==> config.mk <==
export PLATFORM = sky130hd
export DESIGN_NAME = uctl_cmd_if_arb
export DESIGN_NICKNAME = d
export VERILOG_FILES = /design/src/rtl/uctl_cmd_pkg.sv /design/src/rtl/uctl_rr_arb2.sv /design/src/rtl/uctl_cmd_if_arb.sv
export SDC_FILE = /design/constraint.sdc
export NUM_CORES = 1
export LEC_CHECK = 0
export ABC_AREA = 1
export CORE_AREA = 2 2 123 125
export CTS_BUF_LIST = sky130_fd_sc_hd__clkbuf_16
export DETAILED_ROUTE_END_ITERATION = 16
export DIE_AREA = 0 0 125 127
export PLACE_DENSITY = 0.66
export SLEW_MARGIN = 20
export SYNTH_ARGS = -nofsm -noshare
export SYNTH_HDL_FRONTEND = slang
export SYNTH_SLANG_ARGS = --single-unit
export TNS_END_PERCENT = 10
==> constraint.sdc <==
create_clock -name i_hClk -period 1.9 [get_ports i_hClk]
set_input_delay 0.38 -clock i_hClk [delete_from_list [all_inputs] [get_ports i_hClk]]
set_output_delay 0.38 -clock i_hClk [all_outputs]
set_load 0.05 [all_outputs]
==> src/rtl/uctl_cmd_pkg.sv <==
// Shared cmdIf arbiter definitions: FSM state encodings, default field widths
// and grant-vector helpers.
package uctl_cmd_pkg;

  localparam int CMD_ADDR_W = 32;
  localparam int CMD_DATA_W = 32;
  localparam int NUM_REQ    = 2;

  localparam logic [1:0] ARB_IDLE = 2'b00;
  localparam logic [1:0] ARB_OWN  = 2'b01;

  typedef logic [NUM_REQ-1:0] gnt_t;

  // Index of the owner in a one-hot two-bit grant vector.
  function automatic logic gnt_idx(input gnt_t g);
    return g[1];
  endfunction

endpackage

==> src/rtl/uctl_rr_arb2.sv <==
// Two-way picker: round-robin pointer (or fixed priority to requester 0)
// producing a one-hot selection among the pending requesters.
module uctl_rr_arb2
  import uctl_cmd_pkg::*;
#(
  parameter int FIXED_PRI = 0
) (
  input  logic i_clk,
  input  logic i_rst,
  input  logic i_swRst,
  input  gnt_t i_pend,
  input  logic i_upd,
  input  logic i_ownerIdx,
  output gnt_t o_pick
);

  logic r_ptr;

  // After a transaction ends the pointer favours the requester that did not own the bus.
  always_ff @(posedge i_clk or posedge i_rst) begin
    if (i_rst) begin
      r_ptr <= 1'b0;
    end else if (i_swRst) begin
      r_ptr <= 1'b0;
    end else if (i_upd) begin
      r_ptr <= ~i_ownerIdx;
    end
  end

  always_comb begin
    o_pick = i_pend;
    if (i_pend == 2'b11) begin
      if ((FIXED_PRI != 0) || !r_ptr) begin
        o_pick = 2'b01;
      end else begin
        o_pick = 2'b10;
      end
    end
  end

endmodule

==> src/rtl/uctl_cmd_if_arb.sv <==
// Two-requester cmdIf arbiter: grant FSM, stall watchdog and owner-gated
// forwarding of command, write-beat and read-beat handshakes.
module uctl_cmd_if_arb
  import uctl_cmd_pkg::*;
#(
  parameter int ADDR_W    = CMD_ADDR_W,
  parameter int DATA_W    = CMD_DATA_W,
  parameter int FIXED_PRI = 0,
  parameter int TO_CYC    = 256
) (
  input  logic              i_hClk,
  input  logic              i_hReset,
  input  logic              i_swRst,
  input  logic              i_m0_trEn,
  input  logic              i_m0_req,
  input  logic [ADDR_W-1:0] i_m0_addr,
  input  logic              i_m0_wrRd,
  output logic              o_m0_ack,
  input  logic              i_m0_wrData_req,
  input  logic [DATA_W-1:0] i_m0_wrData,
  output logic              o_m0_wrData_ack,
  input  logic              i_m0_rdData_req,
  output logic [DATA_W-1:0] o_m0_rdData,
  output logic              o_m0_rdData_ack,
  input  logic              i_m1_trEn,
  input  logic              i_m1_req,
  input  logic [ADDR_W-1:0] i_m1_addr,
  input  logic              i_m1_wrRd,
  output logic              o_m1_ack,
  input  logic              i_m1_wrData_req,
  input  logic [DATA_W-1:0] i_m1_wrData,
  output logic              o_m1_wrData_ack,
  input  logic              i_m1_rdData_req,
  output logic [DATA_W-1:0] o_m1_rdData,
  output logic              o_m1_rdData_ack,
  output logic              o_s_trEn,
  output logic              o_s_req,
  output logic [ADDR_W-1:0] o_s_addr,
  output logic              o_s_wrRd,
  output logic              o_s_wrData_req,
  output logic [DATA_W-1:0] o_s_wrData,
  output logic              o_s_rdData_req,
  input  logic              i_s_ack,
  input  logic              i_s_wrData_ack,
  input  logic [DATA_W-1:0] i_s_rdData,
  input  logic              i_s_rdData_ack,
  output logic [1:0]        o_arb_gnt,
  output logic              o_arb_timeout
);

  localparam int              WD_W   = $clog2(TO_CYC);
  localparam logic [WD_W-1:0] WD_MAX = WD_W'(TO_CYC - 1);

  logic [1:0]      r_state;
  gnt_t            r_gnt;
  logic [WD_W-1:0] r_wdCnt;
  logic            r_timeout;

  gnt_t w_pend;
  gnt_t w_pick;
  logic w_sel0;
  logic w_sel1;
  logic w_ownTrEn;
  logic w_anyAck;
  logic w_wdExp;
  logic w_upd;

  assign w_pend    = {i_m1_trEn & i_m1_req, i_m0_trEn & i_m0_req};
  assign w_sel0    = r_gnt[0];
  assign w_sel1    = r_gnt[1];
  assign w_ownTrEn = (w_sel0 & i_m0_trEn) | (w_sel1 & i_m1_trEn);
  assign w_anyAck  = i_s_ack | i_s_wrData_ack | i_s_rdData_ack;
  // A handshake completing in the final cycle counts as progress, not a stall.
  assign w_wdExp   = (r_wdCnt == WD_MAX) && !w_anyAck;
  assign w_upd     = (r_state == ARB_OWN) && (!w_ownTrEn || w_wdExp);

  uctl_rr_arb2 #(
    .FIXED_PRI(FIXED_PRI)
  ) u_pick (
    .i_clk     (i_hClk),
    .i_rst     (i_hReset),
    .i_swRst   (i_swRst),
    .i_pend    (w_pend),
    .i_upd     (w_upd),
    .i_ownerIdx(gnt_idx(r_gnt)),
    .o_pick    (w_pick)
  );

  // Owner release takes precedence over watchdog expiry, so no timeout pulse then.
  always_ff @(posedge i_hClk or posedge i_hReset) begin
    if (i_hReset) begin
      r_state   <= ARB_IDLE;
      r_gnt     <= '0;
      r_wdCnt   <= '0;
      r_timeout <= 1'b0;
    end else if (i_swRst) begin
      r_state   <= ARB_IDLE;
      r_gnt     <= '0;
      r_wdCnt   <= '0;
      r_timeout <= 1'b0;
    end else begin
      r_timeout <= 1'b0;
      case (r_state)
        ARB_IDLE: begin
          if (|w_pend) begin
            r_state <= ARB_OWN;
            r_gnt   <= w_pick;
            r_wdCnt <= '0;
          end
        end
        ARB_OWN: begin
          if (!w_ownTrEn) begin
            r_state <= ARB_IDLE;
            r_gnt   <= '0;
          end else if (w_wdExp) begin
            r_state   <= ARB_IDLE;
            r_gnt     <= '0;
            r_timeout <= 1'b1;
          end else if (w_anyAck) begin
            r_wdCnt <= '0;
          end else if (r_wdCnt != WD_MAX) begin
            r_wdCnt <= r_wdCnt + WD_W'(1);
          end
        end
        default: begin
          r_state <= ARB_IDLE;
          r_gnt   <= '0;
        end
      endcase
    end
  end

  // Everything below is gated by the registered grant; idle means all zero.
  assign o_s_trEn       = (w_sel0 & i_m0_trEn) | (w_sel1 & i_m1_trEn);
  assign o_s_req        = (w_sel0 & i_m0_req) | (w_sel1 & i_m1_req);
  assign o_s_addr       = ({ADDR_W{w_sel0}} & i_m0_addr) | ({ADDR_W{w_sel1}} & i_m1_addr);
  assign o_s_wrRd       = (w_sel0 & i_m0_wrRd) | (w_sel1 & i_m1_wrRd);
  assign o_s_wrData_req = (w_sel0 & i_m0_wrData_req) | (w_sel1 & i_m1_wrData_req);
  assign o_s_wrData     = ({DATA_W{w_sel0}} & i_m0_wrData) | ({DATA_W{w_sel1}} & i_m1_wrData);
  assign o_s_rdData_req = (w_sel0 & i_m0_rdData_req) | (w_sel1 & i_m1_rdData_req);

  assign o_m0_ack        = w_sel0 & i_s_ack;
  assign o_m0_wrData_ack = w_sel0 & i_s_wrData_ack;
  assign o_m0_rdData_ack = w_sel0 & i_s_rdData_ack;
  assign o_m0_rdData     = {DATA_W{w_sel0}} & i_s_rdData;
  assign o_m1_ack        = w_sel1 & i_s_ack;
  assign o_m1_wrData_ack = w_sel1 & i_s_wrData_ack;
  assign o_m1_rdData_ack = w_sel1 & i_s_rdData_ack;
  assign o_m1_rdData     = {DATA_W{w_sel1}} & i_s_rdData;

  assign o_arb_gnt     = r_gnt;
  assign o_arb_timeout = r_timeout;

endmodule

==> results by group <==
Run status
  • Status: complete, no violations

Routing
  • WL per Instance: 19.0 um
  • DRC violations left: 0
  • Detail Route Antenna Nets: 0
  • Detailed-route via count: 3,493
  • TritonRoute pass-1 iters: 4
  • Post-Route WL: 16,000 um
  • Iter 0 DRT Violations: 178
  • Vias per cell: 4.14

Synthesis
  • Yosys reg bits: 13
  • Syn avg cell area: 5.82 um2
  • Post-synth top area share: 28.9%
  • Synth warn: 0
  • Number of synthesized flops with an enable pin: 0
  • Ys flop type: dfrtp_1
  • Ranking of synthesized cells by area: a22o_1, nand2_1, dfrtp_1, inv_1, nand3_1
  • Sequential fraction of the synthesis area: 15.8%
  • Post-Syn Instances: 354
  • Cell Area, Synth: 2060 um2
  • Synth area leader: a22o_1
  • Asr flop ratio synth: 100%
  • Synth unique cells: 26
  • Syn nets: 531

Run
  • Max-cap violations: 0

STA
  • Worst Max-Slew Pin Slew: 534 ps
  • Relative slew slack: 64.4%
  • FMAX: 540 MHz
  • Clk_skew: 5.68 ps
  • RSZ-0062 raised after global routing: false
  • Period utilization: 97.5%
  • Final setup viols: 0
  • Period minus WS final: 1850 ps
  • Max-slew violations: 0
  • Final Hold Viols: 0

Pwr
  • Total Power: 2710 uW
  • Peak VDD IR: 248 uV
  • Static leakage: 0.00324 uW
  • PwrDens: 387 nW/um2

Floorplanning
  • Core area: 14,400 um2
  • Number of I/O pins: 318
  • Chip height: 127 um
  • Die Width: 125 um
  • Die area: 15,900 um2
  • Initial core utilization: 14.3%
  • Floorplan row count: 44

Global route
  • Gr busiest metal: met2
  • Initial antenna violation count: 1
  • Overall routing resource usage: 18.9%
  • Grt met1 use: 22.5%
  • M3 GR Usage: 9.30%
  • Overflow after GRT: 0
  • First-pass GRT wire length: 22,600 um
  • Number of global-route vias before repair: 3,442
  • Met2 Usage GRT: 31.5%
  • Largest net degree at the start of global routing: 55

Critical path
  • Worst path arrival time: 1470 ps
  • CP Capture Type: output port
  • Reg2Reg Depth: 9
  • Data required time at the worst endpoint: 1520 ps
  • Worst-path maximum fanout: 45
  • R2R Path End: r_wdCnt[3]$_DFFE_PP0P_
  • Reg2reg setup slack: 260 ps
  • Nature of the critical path startpoint: flop
  • R2R Path Start: o_arb_gnt[1]$_DFFE_PP0P_
  • CP Launch Point: o_arb_gnt[0]$_DFFE_PP0P_
  • Critical path class: flop to output port
  • Setup crit end: o_s_wrData[4]

Finish
  • # fillers: 1,335
  • Share of post-route cells with drive strength above 1: 26.9%
  • Nets: 837
  • Design area: 7000 um2
  • Diode count: 0
  • FF/Latch Area: 333 um2
  • Multi-input logic area: 1300 um2
  • Finished Core Util: 48.6%
  • Layout Area Growth over Synthesis: 240%

Clock network
  • Hold_buf cts: 0
  • CTS buffer count: 3
  • Clk_lat worst skew: 250 ps
  • H-tree depth: 1
  • Post-CTS Setup Inserts: 0
  • Worst-case clock buffer depth: 2
  • Reg clk slew, reported paths: 50 ps
  • Root buffer cell: clkbuf_16
  • Clock sinks: 13
  • CTS tree: yes

Placement
  • Post-DP HPWL: 13,500 um
  • Area post-placement: 6920 um2
  • Port bufs: 317
  • GP Congestion: 0.863

Min path
  • Worst min path class: input port to asynchronous set/reset pin
## through the flow
stage                     hold slack [ps]  instances  setup TNS, ps  setup slack (ps)
after floorplan                       257        354          -17.0            -0.852
after global placement                525        839              0               101
after detailed placement              525        839              0              59.0
after CTS                             504        843              0              1.77
after global routing                  543        843              0              17.3
final                                 478        843              0              47.8
## synth_stat cells (2+ instances only)
cell type	number
nand3_1	17
dfrtp_1	13
clkbuf_1	11
buf_1	4
nor2_2	2
inv_1	84
nor2_1	15
buf_2	9
o21ai_0	6
nand2_1	109
nor3_1	2
a22o_1	68
## power by group
part / leakage (uW) / internal (uW) / switching (uW)
logic: 0.00302 / 1000 / 1010
registers: 0.000175 / 287 / 9.00
clock network: 0.0000409 / 281 / 126
total: 0.00324 / 1570 / 1140
## area by class of cell
cell class,count,share of cell area (%)
multi-input cells,230,18.6
well taps,184,3.29
clock inverters,1,0.0715
flip-flops and latches,13,4.75
clock buffers,3,1.07
repair buffers,326,67.1
inverters,86,5.18
## cell families after synthesis
group                    synth area share, %
AO/OA/AOI/OAI                           31.3
adder cells (fa/ha/maj)                0.607
buffers and inverters                   21.1
flip-flops                              15.8
AND/OR/NAND/NOR                         31.2
## placed cells by master, fill, tap and decap left out, drive strengths merged
cell           instances
clkdlybuf4s50        176
nor2                  18
nor3                   3
dfrtp                 13
inv                   76
nand4                  2
ha                     1
nand2                111
nand3                 17
o21ai                  8
a22o                  68
nor4                   1
clkinv                 1
clkbuf                 3
clkinvlp              10
buf                  150
a21oi                  1
## critical path, cell delays in order, from the launching register on
cell	delay, ps
dfrtp_4	440
buf_8	260
a22o_1	320
buf_12	180
## how the worst min path moves through the flow
stage                                          end  slack (ps)  depth (start not counted)
after floorplan           o_arb_gnt[1]$_DFFE_PP0P_         260                          1
after global placement      r_wdCnt[1]$_DFFE_PP0P_         530                          2
after detailed placement    r_wdCnt[1]$_DFFE_PP0P_         530                          2
after CTS                   r_wdCnt[4]$_DFFE_PP0P_         500                          2
after global routing        r_wdCnt[2]$_DFFE_PP0P_         540                          2
final                       r_wdCnt[4]$_DFFE_PP0P_         480                          2
## state kept, by name (all words and copies together) (netlist names)
signal	flops
r_wdCnt	8
o_arb_gnt	2
o_arb_timeout	1
r_state	1
u_pick.r_ptr	1
## per-layer routing
layer | part of all wire [%] | wire [um] | vias up
met4 | 1.3 | 209 | 2
met1 | 39 | 6210 | 1551
li1 | - | - | 1740
met3 | 12 | 1960 | 13
met2 | 48 | 7610 | 187
met5 | 0.081 | 13 | -
## repair_timing
action,in CTS,in global routing
pin swaps,0,0
gates resized for setup,1,2
endpoints found under the setup margin,42,4
Note: power is estimated with default switching activity, not from simulation.
